File: config.mk
export PLATFORM = sky130hd
export DESIGN_NAME = line_clear_engine
export DESIGN_NICKNAME = d
export VERILOG_FILES = /design/src/rtl/line_clear_engine.sv
export SDC_FILE = /design/constraint.sdc
export NUM_CORES = 1
export LEC_CHECK = 0
export ABC_AREA = 0
export CAP_MARGIN = 20
export CORE_ASPECT_RATIO = 1.75
export CORE_UTILIZATION = 41
export CTS_BUF_LIST = sky130_fd_sc_hd__clkbuf_16
export DETAILED_ROUTE_END_ITERATION = 12
export HOLD_SLACK_MARGIN = 0.1
export PLACE_DENSITY = 0.82
export SLEW_MARGIN = 40
export SYNTH_ARGS = -nofsm -noshare
export SYNTH_HDL_FRONTEND = slang
export SYNTH_SLANG_ARGS = --single-unit
File: constraint.sdc
create_clock -name clk -period 2.42 [get_ports clk]
set_clock_uncertainty 0.1 [all_clocks]
set_input_delay 0.484 -clock clk [delete_from_list [all_inputs] [get_ports clk]]
set_output_delay 0.484 -clock clk [all_outputs]
set_load 0.005 [all_outputs]
File: src/rtl/line_clear_engine.sv
// Multi-cycle line-clear engine: snapshots the static board, flashes full rows,
// then collapses them one per cycle and reports the compacted board and line counts.
module line_clear_engine #(
  parameter int COLS         = 10,
  parameter int ROWS         = 20,
  parameter int FLASH_CYCLES = 0,
  parameter int TOTAL_W      = 16,
  localparam int CNT_W       = $clog2(ROWS + 1)
) (
  input  logic                   clk,
  input  logic                   rst,
  input  logic                   start,
  input  logic [COLS*ROWS-1:0]   board_in,
  output logic                   busy,
  output logic [ROWS-1:0]        flash_mask,
  output logic                   done,
  output logic [COLS*ROWS-1:0]   board_out,
  output logic [CNT_W-1:0]       lines_cleared,
  output logic [TOTAL_W-1:0]     lines_total
);

  localparam int BW    = COLS * ROWS;
  localparam int FL_W  = (FLASH_CYCLES > 1) ? $clog2(FLASH_CYCLES) : 1;
  localparam int SUM_W = ((TOTAL_W > CNT_W) ? TOTAL_W : CNT_W) + 1;
  localparam bit HAS_FLASH = (FLASH_CYCLES > 0);
  localparam logic [FL_W-1:0] FL_LOAD = HAS_FLASH ? FL_W'(FLASH_CYCLES - 1) : '0;
  localparam logic [SUM_W-1:0] TOTAL_MAX = SUM_W'({TOTAL_W{1'b1}});

  typedef enum logic [2:0] {
    ST_IDLE,
    ST_SCAN,
    ST_FLASH,
    ST_COMPACT,
    ST_DONE
  } state_t;

  state_t             state_q, state_d;
  logic [BW-1:0]      work_q, work_d;
  logic [CNT_W-1:0]   cnt_q, cnt_d;
  logic [FL_W-1:0]    fl_cnt_q, fl_cnt_d;
  logic [ROWS-1:0]    flash_mask_q, flash_mask_d;
  logic               busy_q, busy_d;
  logic               done_q, done_d;
  logic [BW-1:0]      board_out_q, board_out_d;
  logic [CNT_W-1:0]   lines_cleared_q, lines_cleared_d;
  logic [TOTAL_W-1:0] lines_total_q, lines_total_d;

  logic [ROWS-1:0]    full_cur;
  logic [ROWS-1:0]    full_nxt;
  logic [BW-1:0]      work_dn;
  logic [BW-1:0]      compacted;
  logic               seen;
  logic [SUM_W-1:0]   sum_w;

  always_comb begin
    full_cur = '0;
    for (int r = 0; r < ROWS; r++) begin
      full_cur[r] = &work_q[r*COLS +: COLS];
    end
  end

  // Rows at or above the lowest full row take the row above them; the top fills with 0.
  always_comb begin
    work_dn   = work_q >> COLS;
    compacted = '0;
    seen      = 1'b0;
    for (int r = 0; r < ROWS; r++) begin
      seen = seen | full_cur[r];
      if (seen) compacted[r*COLS +: COLS] = work_dn[r*COLS +: COLS];
      else      compacted[r*COLS +: COLS] = work_q[r*COLS +: COLS];
    end
  end

  always_comb begin
    full_nxt = '0;
    for (int r = 0; r < ROWS; r++) begin
      full_nxt[r] = &compacted[r*COLS +: COLS];
    end
  end

  always_comb begin
    sum_w = SUM_W'(lines_total_q) + SUM_W'(cnt_q);
  end

  always_comb begin
    state_d         = state_q;
    work_d          = work_q;
    cnt_d           = cnt_q;
    fl_cnt_d        = fl_cnt_q;
    flash_mask_d    = flash_mask_q;
    busy_d          = (state_q != ST_IDLE);
    done_d          = 1'b0;
    board_out_d     = board_out_q;
    lines_cleared_d = lines_cleared_q;
    lines_total_d   = lines_total_q;

    case (state_q)
      ST_IDLE: begin
        if (start) begin
          work_d  = board_in;
          cnt_d   = '0;
          state_d = ST_SCAN;
        end
      end
      ST_SCAN: begin
        if (full_cur == '0) begin
          state_d = ST_DONE;
        end else if (HAS_FLASH) begin
          flash_mask_d = full_cur;
          fl_cnt_d     = FL_LOAD;
          state_d      = ST_FLASH;
        end else begin
          state_d = ST_COMPACT;
        end
      end
      ST_FLASH: begin
        if (fl_cnt_q == '0) begin
          flash_mask_d = '0;
          state_d      = ST_COMPACT;
        end else begin
          fl_cnt_d = fl_cnt_q - FL_W'(1);
        end
      end
      ST_COMPACT: begin
        work_d = compacted;
        cnt_d  = cnt_q + CNT_W'(1);
        if (full_nxt == '0) state_d = ST_DONE;
      end
      ST_DONE: begin
        done_d          = 1'b1;
        board_out_d     = work_q;
        lines_cleared_d = cnt_q;
        if (sum_w > TOTAL_MAX) lines_total_d = '1;
        else                   lines_total_d = sum_w[TOTAL_W-1:0];
        state_d         = ST_IDLE;
      end
      default: state_d = ST_IDLE;
    endcase
  end

  always_ff @(posedge clk) begin
    if (rst) begin
      state_q         <= ST_IDLE;
      work_q          <= '0;
      cnt_q           <= '0;
      fl_cnt_q        <= '0;
      flash_mask_q    <= '0;
      busy_q          <= 1'b0;
      done_q          <= 1'b0;
      board_out_q     <= '0;
      lines_cleared_q <= '0;
      lines_total_q   <= '0;
    end else begin
      state_q         <= state_d;
      work_q          <= work_d;
      cnt_q           <= cnt_d;
      fl_cnt_q        <= fl_cnt_d;
      flash_mask_q    <= flash_mask_d;
      busy_q          <= busy_d;
      done_q          <= done_d;
      board_out_q     <= board_out_d;
      lines_cleared_q <= lines_cleared_d;
      lines_total_q   <= lines_total_d;
    end
  end

  assign busy          = busy_q;
  assign flash_mask    = flash_mask_q;
  assign done          = done_q;
  assign board_out     = board_out_q;
  assign lines_cleared = lines_cleared_q;
  assign lines_total   = lines_total_q;

endmodule

Word-level counts from Yosys, hierarchy flattened
Cells that the tools add are included.
Storage, ports and cells
  word-level logic and storage cells: 118
  register bits: 432
  output and inout port bits: 243
  bits of input ports: 203
Cells by class
  muxes and demuxes: 32
  reductions and logical operators: 47
  eq/ne operators: 7
  order comparisons: 1
  bitwise logic cells: 19
  add/subtract/negate cells: 3
Operator list (count)
  case mux 200 bit (2 select lines): 1
  AND reduction 10 bit: 40
  two-way mux 10 bit: 20
  two-way mux 200 bit: 1
  zero test 20 bit: 2
  bitwise OR 1 bit: 19
  adder 16 x 5 -> 17 bit: 1
  greater-than comparator 17 x 16 -> 1 bit, second input constant: 1
  two-way mux 16 bit: 1
  two-way mux 3 bit: 4
  case mux 3 bit (4 select lines): 1
  case mux 5 bit (2 select lines): 1
  equality test 3 x 2 -> 1 bit, second input constant: 2
  != test 2 bit, second input constant: 3
  adder 5 x 1 -> 5 bit, second input constant: 1
  two-way mux 5 bit: 1
  equality test 3 x 1 -> 1 bit, second input constant: 1
  equality test 3 bit, second input constant: 1
  zero test 3 bit: 1
  AND reduction 3 bit: 1
  nonzero test 3 bit: 1
  two-way mux 1 bit: 2
  AND reduction 2 bit: 1
  nonzero test 2 bit: 1
  subtractor 1 bit, second input constant: 1

Logic depth before layout (Yosys ltp)
  depth after elaboration: 25
  mapped depth: 12

Least setup slack after synthesis
No wires, ideal clock.
  path kind: register to register
  start: register cnt_q[0]
  end: register lines_total_q[7] (netlist: lines_total[7])
  buffers on the path: 2
  arrival: 2.426 ns
  stages on the path, launching flop included: 13
  slack: -0.237 ns
  required time: 2.189 ns
  cells stage by stage: dfxtp_1 > ha_1 > fa_1 > a21o_1 > a21oi_1 > nor2b_1 > o2111ai_1 > or3_1 > clkbuf_1 > clkbuf_1 > a21oi_1 > nor2_1 > nor3_1
Between the ends
  word-level cells in the longest chain between the ends: 3
RTL lines
  start: declaration: RTL line 39  | logic [CNT_W-1:0] cnt_q, cnt_d;
  start signal: assignment: RTL line 156  | cnt_q <= cnt_d;
  adder 16 x 5 -> 17 bit (*): RTL line 82  | sum_w = SUM_W'(lines_total_q) + SUM_W'(cnt_q);
  greater-than comparator 17 x 16 -> 1 bit: RTL line 133  | if (sum_w > TOTAL_MAX) lines_total_d = '1;
  two-way mux 16 bit (*): RTL line 133
  end signal: assignment: RTL line 163  | lines_total_q <= lines_total_d;
  end: declaration: RTL line 46  | logic [TOTAL_W-1:0] lines_total_q, lines_total_d;
Every way passes the cells marked *; elsewhere a longest branch is shown, timed or not.
A chain may end at the register's enable or synchronous reset.

Worst setup path in the final report
  start: register work_q[1]
  end: register work_q[179]
Between the ends
  word-level cells in the longest chain between the ends: 20
RTL lines
  start: declaration: RTL line 38  | logic [BW-1:0] work_q, work_d;
  start signal: assignment: RTL line 155  | work_q <= work_d;
  AND reduction 10 bit: RTL line 58  | full_cur[r] = &work_q[r*COLS +: COLS];
  bitwise OR 1 bit (17 in a row): RTL line 68  | seen = seen | full_cur[r];
  two-way mux 10 bit: RTL line 69  | if (seen) compacted[r*COLS +: COLS] = work_dn[r*COLS +: COLS];
  case mux 200 bit (2 select lines): RTL line 97  | case (state_q)
Every way passes these cells.

==> impl_metrics.yaml <==
setup_path:
  crit_chain: "nand4_4, nor3_4, and4bb_4, nand2_4, or4_4, and2_4, a222oi_1, nor2_1"
  critPathRequiredTime_ps: 2720
  path_delay_family: "simple AND/OR/NAND/NOR gates"
  critPathLaunchType: "flip-flop"
  cp-end-kind: "flip-flop"
  path_buf_inv: 0
  critPathMaxFanout: 5
  cp_slowest_cell: "or4_4"
  crit_type: "flip-flop to flip-flop"
  worstPathArrival_ps: 2760
  critPathMaxStageDelay_ps: 580
clock_tree:
  htree_levels: 2
  clock-sinks: 431
  cts_inserted_buffers: 39
  cts_max_path_buffers: 3
  clk_pin_slew_worst_paths_ps: 70
  ctsHoldBuffers: 0
  cts_tree: "done"
  clk_latency_ps: 540
  root_buffer: "clkbuf_16"
cells_and_area:
  register_area_mm2: 0.00864
  area_delta_synth_final_pct: 49.9
  finalNonFillerCells: 3241
  drive_gt1_share_pct: 16.9
  nFillCells: 3423
  design_area_mm2: 0.0253
  nNetsFinal: 2872
  multi_input_area_mm2: 0.00804
grt:
  grt_pass1_wl_mm: 101
  grt_use_total_pct: 30.9
  grt_pass1_vias: 18500
  grt_antenna_before_repair: 4
  grt_max_degree: 149
  grt-ovfl-total: 0
sta:
  setup_viol: 4
  slew_viol_final: 0
  max_freq_mhz: 405
  max_slew.worst_pin.slew_ps: 817
  grt_setup_unrepaired: "true"
  max_slew_margin_pct: 45.5
  hold_viol_final: 0
  fin_ws_ps: -47.2
  finalCriticalPeriod_ps: 2470
  finalCritPeriodShare_pct: 102
  fin_hold_ws_ps: 267
power:
  powerDensity_mw_per_mm2: 603
  vdd_ir_drop_max_v: 0.000551
  totalPowerFinal_mw: 15.3
  power.leakage_nw: 9.27
placed_design:
  gp_congestion: 0.964
  dp_cells: 3155
  pre_cts_slack_ps: -166
  dp_hpwl_mm: 49.4
  placed_cell_area_mm2: 0.0235
  port_buffers: 425
floorplanning:
  rows: 98
  design.portCount: 446
  fp.dieH_um: 271
  die_area_mm2: 0.0421
  initial_utilization_pct: 41.5
  coreArea_mm2: 0.0407
  die_w_um: 155
logic_synthesis:
  async_flop_share_pct: 0
  synth-edff-count: 0
  syn_avg_cell_area_um2: 8.27
  synth_cells: 2044
  synthDistinctLibCells: 64
  synth_flop_cell: "dfxtp_1"
  yosysWarnings: 0
  ys_seq_area_share_pct: 51.1
  ys_ff_latch: 431
  syn_area_mm2: 0.0169
status:
  status: "finished, violations left"
  violations: "setup timing"
hold_path:
  hold_class: "input pin to flip-flop"
routing:
  vias: 18700
  wire_per_inst_um: 20.9
  vias_per_cell: 5.77
  ant_nets: 0
  drt_iter0_drc: 1967
  drcViolationCount: 0
  drtPass1Iterations: 10
  finalWirelength_mm: 67.8
run:
  maxCapViolCount: 0
-- worst register-to-register path, cell delays in order (launching register included) --
cell and delay (ps):
dfxtp_1 350, nand4_4 130, nor3_4 70, and4bb_4 410, nand2_4 90, or4_4 580, and2_4 190, a222oi_1 330
nor2_1 90
-- state kept, by name, indices dropped and copies added, names as in the netlist --
| signal | cells |
|---|---|
| cnt_q | 5 |
| lines_cleared | 5 |
| board_out | 200 |
| lines_total | 16 |
| state_q | 3 |
| busy | 1 |
| work_q | 200 |
| done | 1 |
-- stage by stage --
stage / setup TNS [ps] / utilization, %
floorplan: 0 / -
global placement: -6120 / 57.7
detailed placement: -7050 / 57.7
CTS: -233 / 61.2
global route: -1690 / 62.2
finish: -82.6 / 62.2
-- kinds of logic after synthesis --
kind of cell | synth area share (%)
flops | 51.1
other cells | 0.0222
compound gates | 23.1
simple gates | 20.7
xor+xnor | 0.156
fa+ha+maj | 0.563
buf+inv | 4.41
-- path summary, 6_finish.rpt --
path                               startpoint             to  slack, ps  cells past startpoint
worst min-delay path                      rst    work_q[150]        270                      2
worst max-delay path                work_q[1]    work_q[179]        -50                      8
worst max register to register      work_q[1]    work_q[179]        -50                      8
worst min register to register  board_out[13]  board_out[13]        350                      2
-- per-layer routing --
layer / wire, um / track usage [%] / part of all wire, %
met5: 0 / 0 / 0
met4: 5180 / 21.9 / 7.6
met3: 4420 / 4.61 / 6.5
met2: 35700 / 57.5 / 53
met1: 22500 / 30.8 / 33
-- synth_stat cells (6+ instances only) --
master / n / area share [%]
buf_4: 21 / 0.93
a31oi_1: 17 / 0.63
nor3_1: 23 / 0.68
and2_1: 6 / 0.22
a21oi_1: 306 / 9.1
nand2_1: 553 / 12
a22oi_1: 96 / 4.3
inv_1: 8 / 0.18
or3_1: 6 / 0.22
o21ai_0: 23 / 0.68
a222oi_1: 90 / 5.3
buf_2: 9 / 0.27
dfxtp_1: 431 / 51
nand4_1: 41 / 1.5
nor3_2: 6 / 0.36
o221ai_1: 7 / 0.36
nand3_1: 21 / 0.62
a211oi_1: 6 / 0.27
ha_1: 6 / 0.44
nor2_1: 157 / 3.5
clkbuf_1: 131 / 2.9
-- area by class of cell --
type | count | share of cell area [%]
Sequential cell | 431 | 34.1
Clock inverter | 25 | 0.558
Tap cell | 550 | 2.72
Antenna cell | 4 | 0.0395
Inverter | 8 | 0.119
Clock buffer | 41 | 4.05
Multi-Input combinational cell | 1461 | 31.7
Timing Repair Buffer | 721 | 26.7
-- where the power goes --
group	switching (mW)	internal (mW)	leakage, nW
Clock	2.71	3.16	0.599
Sequential	0.169	7.34	3.51
Combinational	0.973	0.922	5.16
Total	3.85	11.4	9.27
-- timing repair --
action | 4_1_cts | 5_1_grt
gates resized for setup | 45 | 74
endpoints found under the hold margin | 0 | 0
setup endpoints to repair | 129 | 157
cloned | 2 | 1
buffers inserted | 4 | 13
pin swaps | 15 | 67
-- cell usage in the layout (no fill, tap or decap), types with 4 or more instances in the layout --
cell type	count
nand2_1	552
clkdlybuf4s50_1	424
dfxtp_1	421
a21oi_1	303
buf_4	266
nor2_1	143
a22oi_1	96
a222oi_1	90
clkbuf_16	42
nand4_1	41
o21ai_0	20
conb_1	20
nand3_1	19
a31oi_1	16
buf_12	16
inv_1	15
nor3_1	12
nor3_2	11
nor2_2	11
buf_6	11
dfxtp_2	10
o221ai_1	7
clkinv_1	7
clkinv_2	7
and2_4	6
nor3_4	6
or3_4	5
a211oi_1	5
ha_1	5
diode_2	4
o211ai_1	4
o21ai_4	4
o31ai_4	4
o21ai_2	4
(Power assumes the default switching activity.)
